### src/rtl/rand_arbiter.sv
// rand_arbiter: round-robin arbiter that hands each granted requester a random nibble below its bound
module rand_arbiter #(
    parameter int NREQ   = 4,
    parameter int MAXREJ = 15
) (
    input  logic              clk,
    input  logic              rst,
    input  logic [15:0]       rnd,
    input  logic [NREQ-1:0]   req,
    input  logic [4*NREQ-1:0] bound,
    output logic [NREQ-1:0]   gnt,
    output logic              valid,
    output logic [3:0]        data,
    output logic              busy
);
    localparam logic [1:0] IDLE = 2'd0;
    localparam logic [1:0] DRAW = 2'd1;
    localparam logic [1:0] DONE = 2'd2;

    logic [1:0]      state_q, state_d;
    logic [1:0]      idx_q, idx_d;
    logic [1:0]      last_q, last_d;
    logic [3:0]      bnd_q, bnd_d;
    logic [3:0]      rej_q, rej_d;
    logic [3:0]      data_q, data_d;
    logic [NREQ-1:0] gnt_q, gnt_d;
    logic            valid_q, valid_d;
    logic [1:0]      pick, j;
    logic            found, acc, force_acc;
    logic            unused_rnd;

    assign unused_rnd = ^rnd[15:4];

    always_comb begin
        pick  = last_q;
        found = 1'b0;
        j     = last_q;
        for (int i = 1; i <= 4; i++) begin
            j = last_q + 2'(i);
            if (!found && req[j]) begin
                pick  = j;
                found = 1'b1;
            end
        end
    end

    // a latched bound of 0 means 16, so every nibble is acceptable
    assign acc       = (bnd_q == 4'd0) || (rnd[3:0] < bnd_q);
    assign force_acc = rej_q == 4'(MAXREJ);

    always_comb begin
        state_d = state_q;
        idx_d   = idx_q;
        last_d  = last_q;
        bnd_d   = bnd_q;
        rej_d   = rej_q;
        data_d  = data_q;
        gnt_d   = '0;
        valid_d = 1'b0;
        case (state_q)
            IDLE: if (found) begin
                idx_d   = pick;
                bnd_d   = bound[{pick, 2'b00} +: 4];
                rej_d   = 4'd0;
                state_d = DRAW;
            end
            DRAW: if (acc || force_acc) begin
                data_d       = acc ? rnd[3:0] : bnd_q - 4'd1;
                valid_d      = 1'b1;
                gnt_d[idx_q] = 1'b1;
                last_d       = idx_q;
                state_d      = DONE;
            end else begin
                rej_d = rej_q + 4'd1;
            end
            default: state_d = IDLE;
        endcase
    end

    always_ff @(posedge clk) begin
        if (rst) begin
            state_q <= IDLE;
            idx_q   <= 2'd0;
            last_q  <= 2'd3;
            bnd_q   <= 4'd0;
            rej_q   <= 4'd0;
            data_q  <= 4'd0;
            gnt_q   <= '0;
            valid_q <= 1'b0;
        end else begin
            state_q <= state_d;
            idx_q   <= idx_d;
            last_q  <= last_d;
            bnd_q   <= bnd_d;
            rej_q   <= rej_d;
            data_q  <= data_d;
            gnt_q   <= gnt_d;
            valid_q <= valid_d;
        end
    end

    assign gnt   = gnt_q;
    assign valid = valid_q;
    assign data  = data_q;
    assign busy  = state_q != IDLE;
endmodule
### config.mk
export PLATFORM = sky130hd
export DESIGN_NAME = rand_arbiter
export DESIGN_NICKNAME = d
export VERILOG_FILES = /design/src/rtl/rand_arbiter.sv
export SDC_FILE = /design/constraint.sdc
export NUM_CORES = 1
export LEC_CHECK = 0
export ABC_AREA = 0
export BUFFER_PORTS_ARGS = -buffer_cell sky130_fd_sc_hd__buf_2
export CAP_MARGIN = 15
export CORE_MARGIN = 4
export CORE_UTILIZATION = 45
export CTS_BUF_LIST = sky130_fd_sc_hd__clkbuf_8
export DETAILED_ROUTE_END_ITERATION = 8
export PLACE_DENSITY = 0.74
export SLEW_MARGIN = 20
export SYNTH_ARGS = -nofsm -noshare
export SYNTH_HDL_FRONTEND = slang
export SYNTH_SLANG_ARGS = --single-unit
### constraint.sdc
create_clock -name clk -period 4.36 [get_ports clk]
set_input_delay 0.436 -clock clk [delete_from_list [all_inputs] [get_ports clk]]
set_output_delay 0.436 -clock clk [all_outputs]
set_load 0.03 [all_outputs]
======== Word-level counts from Yosys, hierarchy flattened ========
Index checks and enable logic that the tools add are counted.
word-level totals
  flip-flop bits (word level) ............. 23
  output and inout port bits .............. 10
  input bits .............................. 38
  logic and storage cells ................. 73
cells by class
  mux-type cells .......................... 26
  reduce and logical (&&, ||, !) cells .... 19
  equal/unequal tests ..................... 5
  bitwise logic cells ..................... 2
  order comparisons ....................... 7
  add/subtract/negate cells ............... 5
  shift-type cells ........................ 1
operator list
  cell                                                 number
  indexed part select 16 x 5 -> 4 bit                  1
  < comparator 2 x 3 -> 1 bit (second input constant)  5
  two-way mux 2 bit                                    6
  two-way mux 4 bit                                    3
  two-way mux 1 bit                                    10
  binary-select mux 1 bit (select 2 bit)               4
  case mux 4 bit (2 select lines)                      1
  != test 2 bit (second input constant)                3
  AND reduction 2 bit                                  3
  adder 2 bit (second input constant)                  2
  adder 4 x 1 -> 4 bit (second input constant)         1
  == test 4 bit (second input constant)                1
  logical AND 1 bit                                    4
  zero test 4 bit                                      1
  < comparator 4 bit                                   1
  case mux 2 bit (2 select lines)                      1
  nonzero test 2 bit                                   2
  subtractor 4 x 1 -> 4 bit (second input constant)    1
  zero test 1 bit                                      3
  AND reduction 3 bit                                  1
  OR reduction 3 bit                                   1
  adder 2 x 1 -> 2 bit (second input constant)         1
  demux 1 bit (select 2 bit)                           1
  == test 2 x 1 -> 1 bit (second input constant)       1
  other kinds (5)                                      7

======== Longest topological paths before layout ========
Gate-level depths: netlist of run 1.
  depth in word-level cells ............... 15
  mapped depth ............................ 8
  mapped depth without buffers ............ 8

======== Worst setup path before layout of run 1 ========
OpenSTA, ideal clock, no wires.
  path kind ............................... input to register
  from .................................... in rnd[3]
  to ...................................... reg last_q[1]
  library setup time ...................... 0.120 ns
  setup slack ............................. 2.530 ns
  cell stages on the path ................. 7
  data required time ...................... 4.240 ns
  data arrival time ....................... 1.710 ns
  buffers on the path ..................... 1
  cells stage by stage .................... ha_1 > nor3_1 > o21ai_2 > a31oi_4 > buf_6 > nor2b_1 > a211o_1
between the ends
  longest elaborated chain between the ends .. 4
ends and longest elaborated chain
  what                                  RTL line  source
  start: declaration                    8         input logic [15:0] rnd,
  < comparator 4 bit                    48        assign acc = (bnd_q == 4'd0) || (rnd[3:0] < bnd_q);
  logical OR 1 bit                      48
  logical OR 1 bit                      67        DRAW: if (acc || force_acc) begin
  AND reduction 2 bit (no source line)  --
  end signal: assignment                93        last_q <= last_d;
  end: declaration                      22        logic [1:0] last_q, last_d;
Every way passes these cells.
A chain may end at the register's enable or synchronous reset.

======== Worst setup path in the final report of run 1 ========
  from .................................... reg bnd_q[2]
  to ...................................... reg data_q[2], in the netlist data[2]
between the ends
  longest elaborated chain between the ends .. 4
ends and longest elaborated chain
  what                                                          RTL line  source
  start: declaration                                            23        logic [3:0] bnd_q, bnd_d;
  start signal: assignment                                      94        bnd_q <= bnd_d;
  < comparator 4 bit / zero test 4 bit (equally long branches)  48
  logical OR 1 bit                                              48
  logical OR 1 bit                                              67
  AND reduction 2 bit (no source line)                          --
  end signal: assignment                                        96        data_q <= data_d;
  end: declaration                                              25        logic [3:0] data_q, data_d;
Several ways; a longest one is shown, not always the timed one.

==> out/results.tsv, run 1 <==
metric	value	unit
outcome	completed	
total track usage	0.1658	
Tmin final	2.247	ns
Routed WL per cell	14.34	um
multi-input logic area	782.0	um2
pwr dens	580.2	nW/um2
number of core rows	19	
FILL cells	255	
Internal	0.5102	mW
M1 GR Usage	0.1942	
met2 GRT Util	0.3003	
commonest non-fill, non-tap cells in the layout	buf_2 (35), dfxtp_1 (23), mux2i_1 (12), nor2_1 (10), inv_1 (8)	
part of the power in the clock network	0.143	
area grow syn2layout	17.08	%
synthesized instance count	138	
via count	1143	
final setup vio count	0	
Combinational Power Share	0.514	
synthesized net count	181	
Final Max Slew Viols	0	
routed vias/inst	5.631	
Yosys reg bits	23	
critical path's slowest cell	dfxtp_1	
CTS clk-pin slew, worst paths	0.08	ns
total chip power	0.8907	mW
clock tree sinks	23	
unrepaired setup endpoints after global routing	false	
final hold vios	0	
main flop type after synthesis	dfxtp_1	
Synth top area share	0.3511	
Fin Clk Skew	0.006772	ns
synthesized area per cell	9.502	um2
critical path type	register to register	
Die H	61.98	um
Critical Path Start Type	register	
Design Area, Final	1535	um2
Switching Share	0.4271	
clock buffer depth	2	
H-tree levels	1	
CTS tree	built	
placed cell count	199	
1st-iter DRT viols	50	
Worst path max stage delay	0.45	ns
class of the worst hold path	primary input to register	
Peak VDD IR	0.3387	mV
Ant. Diodes	0	
CTS Buf Count	3	
post-detail-place hpwl	2277	um
P_sw	0.3805	mW
total iterations of the first detailed-routing run	4	
initial antenna violation count	0	
starting density of the core	0.4714	
Async S/R FF share, synth	0	
Die Width	61.98	um
Worst-Skew Late Latency	0.26	ns
Antenna Violating Nets Remaining	0	
Non-Filler Instances	203	
Max transition margin	0.3263	
CP Capture Type	register	
FF+latch area	460.4	um2
post-cts hold buffer count	0	
post-CTS resize count	0	
first-pass GRT wire length	4698	um
max cap viols	0	
setup repair bufs after CTS	0	
Synth area leaders	dfxtp_1 (35%), mux2i_1 (9.2%), ha_1 (4.8%)	
layer with the highest usage	met2	
largest net degree at the start of global routing	20	
LEAKAGE	0.6882	nW
Synth area leader	dfxtp_1	
slew at the pin closest to its max-slew limit	1.011	ns
post-synthesis cell area	1311	um2
fin crit share	0.5154	
yosys warns	0	
register area share after synthesis	0.3511	
Max FO, Critical Path	11	
met3 Use GR	0.02479	
CP arrival	2.42	ns
PortBufs	35	
worst-path cell chain	inv_1, ha_1, nor3_1, o21ai_2, a31oi_4, nand2b_4, o41ai_2	
share of cells above drive strength 1	0.3140	
Unique masters post-synth	43	
Placed Area	1490	um2
Nets	216	
Fin Setup TNS	0	ns
GRT overflow	0	
Clock Root Buffer	clkbuf_8	
drt drc	0	
fmax	445.0	MHz
vias in the first global route	1082	
most common cell after layout, fill and taps aside	buf_2	
sequential share of power	0.343	
Critical Path RT	4.53	ns
Post-synth EDFFs	0	
routed wire length	2911	um
core area	2781	um2
die area	3842	um2
Ports	48	
GPL Wtd Cong	0.8184	
[power by group through the flow]
stage	clock [mW]	combinational (mW)	sequential [mW]
floorplan	0	0.347	0.331
global placement	0	0.439	0.307
detailed placement	0	0.457	0.309
CTS	0.132	0.460	0.306
global route	0.139	0.502	0.315
finish	0.128	0.458	0.305
[Yosys cell counts, types with 3 or more instances]
master    instances
dfxtp_1          23
mux2i_1          12
nor2_1           10
a21oi_1           7
inv_1             7
nand2_1           6
ha_1              5
nand2b_1          5
nor3_1            5
or3_1             5
o221ai_1          4
a211oi_1          3
a31oi_1           3
nor2b_1           3
[per-stage QoR]
stage / util / setup slack, ns / hold slack, ns
after detailed placement: 0.5358 / 2.081 / 0.4719
after global routing: 0.5520 / 1.921 / 0.4808
after floorplan: - / 2.530 / 0.4651
after global placement: 0.5358 / 2.125 / 0.4816
final: 0.5520 / 2.113 / 0.4700
after CTS: 0.5520 / 2.109 / 0.4693
[critical path: cells and delay by family (launching register included)]
family,cells,cell delay [ns]
AO/OA/AOI/OAI,3,0.95
buffers and inverters,1,0.10
adder cells (fa/ha/maj),1,0.21
flip-flops,1,0.45
AND/OR/NAND/NOR,2,0.44
[state kept, by name, indices dropped and copies added, names as in the netlist]
register / count
state_q: 2
bnd_q: 4
data: 4
idx_q: 2
last_q: 2
gnt: 4
valid: 1
rej_q: 4
[layer usage]
metal	up-vias	wire, um	part of all wire
li1	572	-	-
met1	547	1277	0.44
met2	19	1488	0.51
met3	5	101	0.035
met4	0	43	0.015
met5	-	0	0
[final timing paths]
check	start	endpoint	slack (ns)	cells after the start
max reg2reg	bnd_q[2]$_SDFFE_PP0P_	data[2]$_SDFFE_PP0P_	2.11	7
max	bnd_q[2]$_SDFFE_PP0P_	data[2]$_SDFFE_PP0P_	2.11	7
min	bound[6]	bnd_q[2]$_SDFFE_PP0P_	0.47	3
min reg2reg	data[3]$_SDFFE_PP0P_	data[3]$_SDFFE_PP0P_	0.49	2
[layout make-up]
class | instances | share of cell area
clock inverters | 1 | 0.002445
repair buffers | 35 | 0.1141
clock buffers | 3 | 0.02689
flip-flops and latches | 23 | 0.2999
multi-input cells | 101 | 0.5094
well taps | 31 | 0.02526
inverters | 9 | 0.02200
[cells by family (layout without fill, tap and decap cells)]
| family | count (synthesis) | count (layout) | share of synthesized area |
|---|---|---|---|
| AND/OR/NAND/NOR | 51 | 51 | 0.2328 |
| flip-flops | 23 | 23 | 0.3511 |
| AO/OA/AOI/OAI | 31 | 31 | 0.2061 |
| adder cells (fa/ha/maj) | 5 | 5 | 0.04771 |
| buffers and inverters | 14 | 48 | 0.05248 |
| XOR/XNOR | 1 | 1 | 0.006681 |
| multiplexers | 13 | 13 | 0.1031 |
No activity file was read; power rests on OpenSTA's default activity.
==> run 2, diff against run 1 <==
PLACE_DENSITY = 0.77   (was 0.74)
clock period = 2 ns   (was 4.36 ns; I/O delays follow)
==> run 2 against run 1 <==
Effect of this change: clock skew shrank 0.0018 ns; non-clock buffer count grew 8; register-to-register slack lost 2.0 ns; sequential cell count is the same; clock power grew 120%; setup slack lost 2.0 ns; hold slack lost 0.23 ns; critical path type unchanged; critical endpoint is now rej_q[3]$_SDFFE_PP0P_.
==> out/results.tsv, run 2 (synthesized netlist as in run 1, its figures left out) <==
metric	value	unit	change
Die Width	61.98	um	unchanged
drt drc	0		unchanged
share of cells above drive strength 1	0.3667		+0.05271
CP Capture Type	register		
Ports	48		unchanged
total track usage	0.1672		+0.001414
area grow syn2layout	23.19	%	
Switching Share	0.4173		-0.009835
via count	1165		+1.9%
critical path's slowest cell	dfxtp_1		
fmax	523.6	MHz	+18%
Combinational Power Share	0.542		+0.028
pwr dens	1279	nW/um2	+120%
final setup vio count	0		unchanged
vias in the first global route	1133		+4.7%
Antenna Violating Nets Remaining	0		unchanged
Design Area, Final	1615	um2	+5.2%
Worst-Skew Late Latency	0.26	ns	about the same
Final Max Slew Viols	0		unchanged
1st-iter DRT viols	38		-24%
initial antenna violation count	0		unchanged
post-cts hold buffer count	0		unchanged
P_sw	0.8623	mW	+130%
Routed WL per cell	14.20	um	-0.95%
Max FO, Critical Path	3		-8
outcome	completed		
CTS Buf Count	3		unchanged
fin crit share	0.9549		+0.4395
total iterations of the first detailed-routing run	4		unchanged
Internal	1.204	mW	+140%
Critical Path Start Type	register		
CP arrival	2.09	ns	-0.33 ns
LEAKAGE	0.7287	nW	+5.9%
die area	3842	um2	unchanged
core area	2781	um2	unchanged
CTS clk-pin slew, worst paths	0.08	ns	about the same
commonest non-fill, non-tap cells in the layout	buf_2 (35), dfxtp_1 (22), mux2i_1 (12), nor2_1 (10), buf_4 (8)		
Critical Path RT	2.18	ns	-2.35 ns
GPL Wtd Cong	0.7814		-4.5%
PortBufs	35		unchanged
number of core rows	19		unchanged
critical path type	register to register		
clock buffer depth	2		unchanged
slew at the pin closest to its max-slew limit	0.5187	ns	-0.4918 ns
Tmin final	1.910	ns	-0.3374 ns
worst-path cell chain	inv_1, ha_1, nor3b_4, a311oi_4, nand3_2, or3_1, a211oi_1		
class of the worst hold path	primary input to register		
R2R depth	7		unchanged
H-tree levels	1		unchanged
post-detail-place hpwl	2343	um	+2.9%
routed wire length	2997	um	+3.0%
Worst path max stage delay	0.36	ns	-0.09 ns
Fin Setup TNS	0	ns	unchanged
Max transition margin	0.6529		+0.3266
sequential share of power	0.321		-0.022
Clock Root Buffer	clkbuf_8		
Peak VDD IR	0.7766	mV	+130%
starting density of the core	0.4714		unchanged
final hold vios	0		unchanged
first-pass GRT wire length	4823	um	+2.7%
Die H	61.98	um	unchanged
largest net degree at the start of global routing	20		unchanged
max cap viols	0		unchanged
clock tree sinks	23		unchanged
Hold Path Depth	3		unchanged
GRT overflow	0		unchanged
routed vias/inst	5.521		-1.9%
CTS tree	built		
Fin Clk Skew	0.004952	ns	-0.001820 ns
Placed Area	1528	um2	+2.5%
part of the power in the clock network	0.137		-0.006
Nets	224		+3.7%
Ant. Diodes	0		unchanged
most common cell after layout, fill and taps aside	buf_2		
==> run 2: cell types whose count changed in the layout (fill, tap and decap cells not counted), sizes merged <==
cell / change
inv: -1
buf: +8
clkinv: +1
==> run 2: through the flow <==
| stage | worst slack (ns) | std cells | power [mW] | hold slack (ns) | utilization |
|---|---|---|---|---|---|
| 5_1_grt | -0.02428 | 211 | 2.215 | 0.2780 | 0.5807 |
| 4_1_cts | 0.01462 | 208 | 2.010 | 0.2388 | 0.5700 |
| 3_3_place_gp | 0.08435 | 204 | 1.669 | 0.4764 | 0.5493 |
| 3_5_place_dp | -0.01014 | 204 | 1.709 | 0.4928 | 0.5493 |
| 6_report | 0.09015 | 211 | 2.066 | 0.2389 | 0.5807 |
| 2_1_floorplan | 0.1889 | 138 | 1.478 | 0.4000 | - |
==> run 2: layout make-up <==
class	instances	area [um2]
Clock buffer	3	41.29
Timing Repair Buffer	43	235.2
Fill cell	244	1166
Clock inverter	1	5.005
Tap cell	31	38.79
Sequential cell	23	461.7
Inverter	9	33.78
Multi-Input combinational cell	101	799.5
==> run 2: worst paths after layout <==
check	startpoint	end	slack, ns
setup / recovery	bnd_q[0]$_SDFFE_PP0P_	rej_q[3]$_SDFFE_PP0P_	0.09
hold / removal	bound[2]	bnd_q[2]$_SDFFE_PP0P_	0.24
setup reg to reg	bnd_q[0]$_SDFFE_PP0P_	rej_q[3]$_SDFFE_PP0P_	0.09
hold reg to reg	data[3]$_SDFFE_PP0P_	data[3]$_SDFFE_PP0P_	0.51
==> run 2: power groups by stage <==
stage	logic (mW)	registers [mW]	clock network, mW
after CTS	1.06	0.659	0.289
after detailed placement	1.04	0.667	0
after floorplan	0.757	0.721	0
after global placement	1.01	0.660	0
final	1.12	0.663	0.284
after global routing	1.22	0.680	0.316
==> run 2: per-layer routing <==
layer  vias up  part of all wire  track usage
met4         0            0.0067      0.04545
met3         2             0.039      0.02479
met2        22              0.52       0.3107
li1        589                 -            -
met5         -                 0            0
met1       552              0.43       0.1972
==> run 2: critical path: cells and delay by family, from the launching register on <==
kind / cells / cell delay [ns]
flops: 1 / 0.36
compound gates: 2 / 0.48
buf+inv: 1 / 0.08
fa+ha+maj: 1 / 0.23
simple gates: 3 / 0.68
==> run 2: timing repair <==
item / 4_1_cts / 5_1_grt
endpoints found under the setup margin: 4 / 11
gates cloned: 0 / 0
setup buffers: 0 / 3
gates resized for setup: 2 / 2
pin swaps: 0 / 2
